[config.mk]
export PLATFORM = sky130hd
export DESIGN_NAME = imem_prog
export DESIGN_NICKNAME = d
export VERILOG_FILES = /design/src/rtl/imem_prog.sv
export SDC_FILE = /design/constraint.sdc
export NUM_CORES = 2
export LEC_CHECK = 0
export ABC_AREA = 1
export BUFFER_PORTS_ARGS = -buffer_cell sky130_fd_sc_hd__buf_2
export CAP_MARGIN = 30
export CORE_ASPECT_RATIO = 1.1
export CORE_UTILIZATION = 45
export DETAILED_ROUTE_END_ITERATION = 7
export PLACE_DENSITY = 0.65
export SLEW_MARGIN = 0
export SYNTH_ARGS = -nofsm -noshare
export SYNTH_HDL_FRONTEND = slang
export SYNTH_SLANG_ARGS = --single-unit
[constraint.sdc]
create_clock -name clk -period 9.9 [get_ports clk]
set_clock_uncertainty 0.2 [all_clocks]
set_input_delay 0.99 -clock clk [delete_from_list [all_inputs] [get_ports clk]]
set_output_delay 0.99 -clock clk [all_outputs]
set_load 0.05 [all_outputs]
[src/rtl/imem_prog.sv]
// Writable instruction memory: clear sweep after reset, streaming program loader and one-cycle fetch with stall.
// Optional IMEM_PARITY_EN stores an even-parity bit per word and flags mismatches on fetch responses.
module imem_prog #(
   parameter int                DATA_W   = 16,
   parameter int                ADDR_W   = 16,
   parameter int                DEPTH    = 256,
   parameter logic [DATA_W-1:0] NOP_WORD = '0
) (
   input  logic              clk,
   input  logic              rst_n,
   input  logic              fetch_req,
   input  logic [ADDR_W-1:0] fetch_pc,
   input  logic              fetch_stall,
   output logic              fetch_ready,
   output logic [DATA_W-1:0] instr,
   output logic              instr_valid,
   output logic              addr_fault,
   input  logic              prog_start,
   input  logic [ADDR_W-1:0] prog_base,
   input  logic              prog_valid,
   input  logic [DATA_W-1:0] prog_data,
   input  logic              prog_done,
   output logic              prog_overflow,
   output logic              parity_err
);

   localparam int IDX_W = (DEPTH > 1) ? $clog2(DEPTH) : 1;
`ifdef IMEM_PARITY_EN
   localparam int MEM_W = DATA_W + 1;
`else
   localparam int MEM_W = DATA_W;
`endif
   localparam logic [ADDR_W:0] DEPTH_X  = (ADDR_W + 1)'(DEPTH);
   localparam logic [IDX_W-1:0] LAST_IDX = IDX_W'(DEPTH - 1);

   typedef enum logic [1:0] {ST_CLEAR, ST_RUN, ST_LOAD} state_t;

   state_t            state_q;
   logic [IDX_W-1:0]  clr_cnt_q;
   logic [ADDR_W:0]   wptr_q;
   logic [DATA_W-1:0] instr_q;
   logic              instr_valid_q;
   logic              addr_fault_q;
   logic              overflow_q;
   logic              parity_err_q;
   logic              fetch_ready_q;

   logic [MEM_W-1:0]  mem [DEPTH];
   logic              mem_we;
   logic [IDX_W-1:0]  mem_waddr;
   logic [MEM_W-1:0]  mem_wdata;
   logic [MEM_W-1:0]  rdata;
   logic              rd_perr;
   logic              pc_in_range;
   logic              wptr_in_range;

   function automatic logic [MEM_W-1:0] encode(input logic [DATA_W-1:0] d);
`ifdef IMEM_PARITY_EN
      return {^d, d};
`else
      return d;
`endif
   endfunction

   assign pc_in_range   = ({1'b0, fetch_pc} < DEPTH_X);
   assign wptr_in_range = (wptr_q < DEPTH_X);
   assign rdata         = mem[fetch_pc[IDX_W-1:0]];

`ifdef IMEM_PARITY_EN
   // Stored bit equals data parity, so the XOR over the whole entry is the mismatch.
   assign rd_perr = ^rdata;
`else
   assign rd_perr = 1'b0;
`endif

   // Single write port shared by the clear sweep and the loader.
   always_comb begin
      mem_we    = 1'b0;
      mem_waddr = clr_cnt_q;
      mem_wdata = encode(NOP_WORD);
      case (state_q)
         ST_CLEAR: mem_we = 1'b1;
         ST_LOAD: begin
            if (!prog_start && prog_valid && wptr_in_range) begin
               mem_we    = 1'b1;
               mem_waddr = wptr_q[IDX_W-1:0];
               mem_wdata = encode(prog_data);
            end
         end
         default: ;
      endcase
   end

   always_ff @(posedge clk) begin
      if (mem_we) mem[mem_waddr] <= mem_wdata;
   end

   always_ff @(posedge clk or negedge rst_n) begin
      if (!rst_n) begin
         state_q       <= ST_CLEAR;
         clr_cnt_q     <= '0;
         wptr_q        <= '0;
         instr_q       <= NOP_WORD;
         instr_valid_q <= 1'b0;
         addr_fault_q  <= 1'b0;
         overflow_q    <= 1'b0;
         parity_err_q  <= 1'b0;
         fetch_ready_q <= 1'b0;
      end else begin
         case (state_q)
            ST_CLEAR: begin
               if (clr_cnt_q == LAST_IDX) begin
                  clr_cnt_q     <= '0;
                  state_q       <= ST_RUN;
                  fetch_ready_q <= 1'b1;
               end else begin
                  clr_cnt_q <= clr_cnt_q + 1'b1;
               end
            end
            ST_RUN: begin
               if (prog_start) begin
                  state_q       <= ST_LOAD;
                  wptr_q        <= {1'b0, prog_base};
                  overflow_q    <= 1'b0;
                  fetch_ready_q <= 1'b0;
                  instr_valid_q <= 1'b0;
               end else if (!fetch_stall) begin
                  if (fetch_req) begin
                     instr_valid_q <= 1'b1;
                     if (pc_in_range) begin
                        instr_q      <= rdata[DATA_W-1:0];
                        addr_fault_q <= 1'b0;
                        parity_err_q <= rd_perr;
                     end else begin
                        instr_q      <= NOP_WORD;
                        addr_fault_q <= 1'b1;
                        parity_err_q <= 1'b0;
                     end
                  end else begin
                     instr_valid_q <= 1'b0;
                  end
               end
            end
            ST_LOAD: begin
               instr_valid_q <= 1'b0;
               if (prog_start) begin
                  wptr_q <= {1'b0, prog_base};
               end else begin
                  if (prog_valid) begin
                     if (wptr_in_range) wptr_q <= wptr_q + 1'b1;
                     else               overflow_q <= 1'b1;
                  end
                  if (prog_done) begin
                     state_q       <= ST_RUN;
                     fetch_ready_q <= 1'b1;
                  end
               end
            end
            default: state_q <= ST_CLEAR;
         endcase
      end
   end

   assign fetch_ready   = fetch_ready_q;
   assign instr         = instr_q;
   assign instr_valid   = instr_valid_q;
   assign addr_fault    = addr_fault_q;
   assign prog_overflow = overflow_q;
   assign parity_err    = parity_err_q;

endmodule

==> impl_metrics.py <==
metrics = {
    "detailed_routing": {
        "viasPerCell": 5.715,
        "ant_nets": 0,
        "wire_per_inst_um": 24.59,
        "drt_iter0_markers": 14630,
        "drt_wl_total_um": 475100,
        "drc": 0,
        "drt-met1-wl_um": 186800,
        "first_pass_iters": 6,
        "vias": 110400,
        "dr.max_layer_used": "met5",
        "dr_wl_met2_um": 220300,
        "wl_met3_um": 45620,
    },
    "status": {
        "status": "completed",
    },
    "place": {
        "dp_cells": 18550,
        "dp_hpwl_um": 256800,
        "dp_slack_ns": 4.627,
        "place_congestion": 0.8689,
        "placed_area_um2": 173800,
        "portBuffers": 74,
    },
    "die": {
        "row_count": 234,
        "start_util": 0.4522,
        "die_height_um": 640.8,
        "core_um2": 369200,
        "ios": 76,
        "die_area_um2": 373500,
        "dieWidth_um": 582.8,
    },
    "global_route": {
        "antenna_found_initial": 15,
        "grt-ovfl-total": 0,
        "first_global_vias": 103100,
        "grt_first_pass_wirelength_um": 693600,
        "track_usage": 0.2489,
        "grt_max_degree": 200,
    },
    "yosys": {
        "ys_types": 38,
        "ys_seq_area_frac": 0.7438,
        "syn_nets": 14100,
        "yosys-top-cells-area": "edfxtp_1, nand3_1, nand2_1, clkbuf_1, dfrtp_1",
        "syn_inst": 14040,
        "async_flop_share": 0.01134,
        "synth_edf_count": 4096,
        "syn_area_um2": 167000,
        "yosys_warnings": 0,
        "yosysTopAreaCell": "edfxtp_1",
        "synth_top_area_share": 0.7367,
        "ys_ff_latch": 4143,
        "synth_ff_type": "edfxtp_1",
        "syn_area_per_cell_um2": 11.89,
        "synthTopCellsByCount": "nand2_1, edfxtp_1, nand3_1",
        "yosysMostFrequentCell": "nand2_1",
    },
    "sta": {
        "hold_violations": 0,
        "fin_crit_ns": 5.140,
        "slew_viol_final": 0,
        "setup_violations": 0,
        "relSlewSlack": 0.2181,
        "rsz0062_at_grt": "no",
        "hold_ws_ns": 0.05864,
        "tns_ns": 0,
        "min_period_over_period": 0.5192,
        "tightest_slew_ns": 1.173,
        "fmax_ghz": 0.1946,
        "layout_setup_ws_ns": 4.760,
    },
    "worst_setup_path": {
        "reg2regPathDepth": 14,
        "critical_path_class": "reg -> reg",
        "critPathCaptureType": "register",
        "start_kind": "register",
        "crit_required_ns": 10.34,
        "cp.arrival_ns": 5.58,
        "crit_path_max_fanout": 33,
    },
    "clock_network": {
        "cts.sinks": 4143,
        "cts_made_buffers": 405,
        "cts_root_buf": "clkbuf_16",
        "htree_levels": 5,
        "tritoncts": "built",
        "cts_hold_buffers": 7,
        "clk-insertion-delay-late_ns": 0.97,
        "post_cts.repair.setup_buffers": 0,
        "cts_resized": 0,
        "clk_path_buf_depth": 4,
        "clk_pin_slew_worst_paths_ns": 0.06,
    },
    "hold_path": {
        "whs_path_depth": 3,
        "hp-class": "in -> reg",
    },
    "cells_and_area": {
        "layout.nets": 14080,
        "fin_cells": 19320,
        "design_area_um2": 187000,
        "syn_to_final_growth_pct": 11.99,
        "drive_above_1_share": 0.08238,
    },
    "power_and_ir_drop": {
        "combPwrFrac": 0.067,
        "power.switching_w": 0.008647,
        "swShare": 0.2348,
        "power_frac_seq": 0.522,
        "p_per_area_nw_per_um2": 196.9,
        "p_clk_frac": 0.411,
        "peakVddDrop_mv": 0.2097,
        "internal-power_w": 0.02817,
        "p_leak_nw": 69.62,
    },
    "job": {
        "cap_viol_max_count": 0,
    },
}
area by class of cell:
cell class,count,area (um^2)
Fill cell,31090,182200
Sequential cell,4143,124200
Multi-Input combinational cell,8875,38850
Clock buffer,504,10600
Tap cell,4956,6201
Timing Repair Buffer,511,4509
Clock inverter,235,2268
Inverter,81,339.1
Antenna cell,13,32.53
sequential cells by signal (all words and copies together), names as in the netlist:
name / cells
addr_fault: 1
mem: 4096
prog_overflow: 1
instr_valid: 1
state_q: 2
fetch_ready: 1
clr_cnt_q: 8
instr: 16
wptr_q: 17
logic make-up after synthesis:
family,after synthesis,synth area share
and+or+nand+nor,8815,0.2286
DFF,4143,0.7438
buffers and inverters,1025,0.02475
AOI/OAI and AO/OA,45,0.001971
xor gates and xnor gates,9,0.0004722
adders and majority gates,5,0.0003747
other,1,0.00002246
per-stage QoR:
stage                     utilization  total power, W
final                          0.5064         0.03682
after global routing           0.5064         0.03774
after CTS                      0.5059         0.03690
after detailed placement       0.4708         0.02200
after global placement         0.4702         0.02198
after floorplan                     -         0.02103
routing by layer:
layer | up-vias | GRT usage
met4 | 6 | 0.1100
li1 | 49720 | -
met2 | 5694 | 0.3923
met5 | - | 0
met3 | 832 | 0.03722
met1 | 54150 | 0.3438
power by group through the flow:
stage	Clock, W	Sequential [W]	Combinational [W]
final	0.0151	0.0192	0.00245
after CTS	0.0153	0.0192	0.00241
after floorplan	0	0.0196	0.00142
after detailed placement	0	0.0196	0.00240
after global routing	0.0159	0.0192	0.00259
after global placement	0	0.0196	0.00238
worst max-delay path: stages, from the launching register on:
cell and delay (ns):
dfrtp_1 0.38, inv_1 0.10, ha_1 0.22, nand4_1 0.17
nor3_4 0.23, nand3_4 0.69, o21ai_2 0.56, inv_1 0.16
nor2_2 0.17, inv_1 0.10, nor2_1 0.17, nand2_2 0.36
buf_4 0.35, nor2_1 0.58, buf_4 0.33
path summary, 6_finish.rpt:
kind	slack, ns	startpoint	endpoint
max	4.76	state_q[0]$_DFFE_PN0P_	mem[105][8]$_DFFE_PP_
min	0.06	prog_base[5]	wptr_q[5]$_DFFE_PN0P_
max reg2reg	4.76	state_q[0]$_DFFE_PN0P_	mem[105][8]$_DFFE_PP_
min reg2reg	0.29	wptr_q[16]$_DFFE_PN0P_	wptr_q[16]$_DFFE_PN0P_
max in group asynchronous	8.46	rst_n	instr[15]$_DFFE_PN0P_
min in group asynchronous	0.49	rst_n	wptr_q[14]$_DFFE_PN0P_
layout by cell type, fill, tap and decap left out, types with 4 or more instances in the layout:
master	count
nand3_1	3899
buf_16	10
inv_16	4
buf_12	44
clkinv_4	9
buf_8	9
buf_4	371
clkinv_8	4
buf_2	68
nand2_1	4557
diode_2	13
nand2_2	27
nand4_1	4
nor2_1	264
clkbuf_1	93
clkinv_16	7
nor2_2	24
dlygate4sd3_1	7
clkinvlp_4	14
ha_1	5
inv_6	10
clkbuf_16	408
nor3_1	4
o21ai_4	4
inv_1	69
inv_8	4
edfxtp_1	4096
nor2_4	21
dfrtp_1	47
clkinv_2	83
o21ai_2	4
a21oi_1	6
inv_2	6
bufinv_16	32
xor2_1	6
o21ai_0	18
clkinv_1	74
Note: power is estimated with default switching activity, not from simulation.
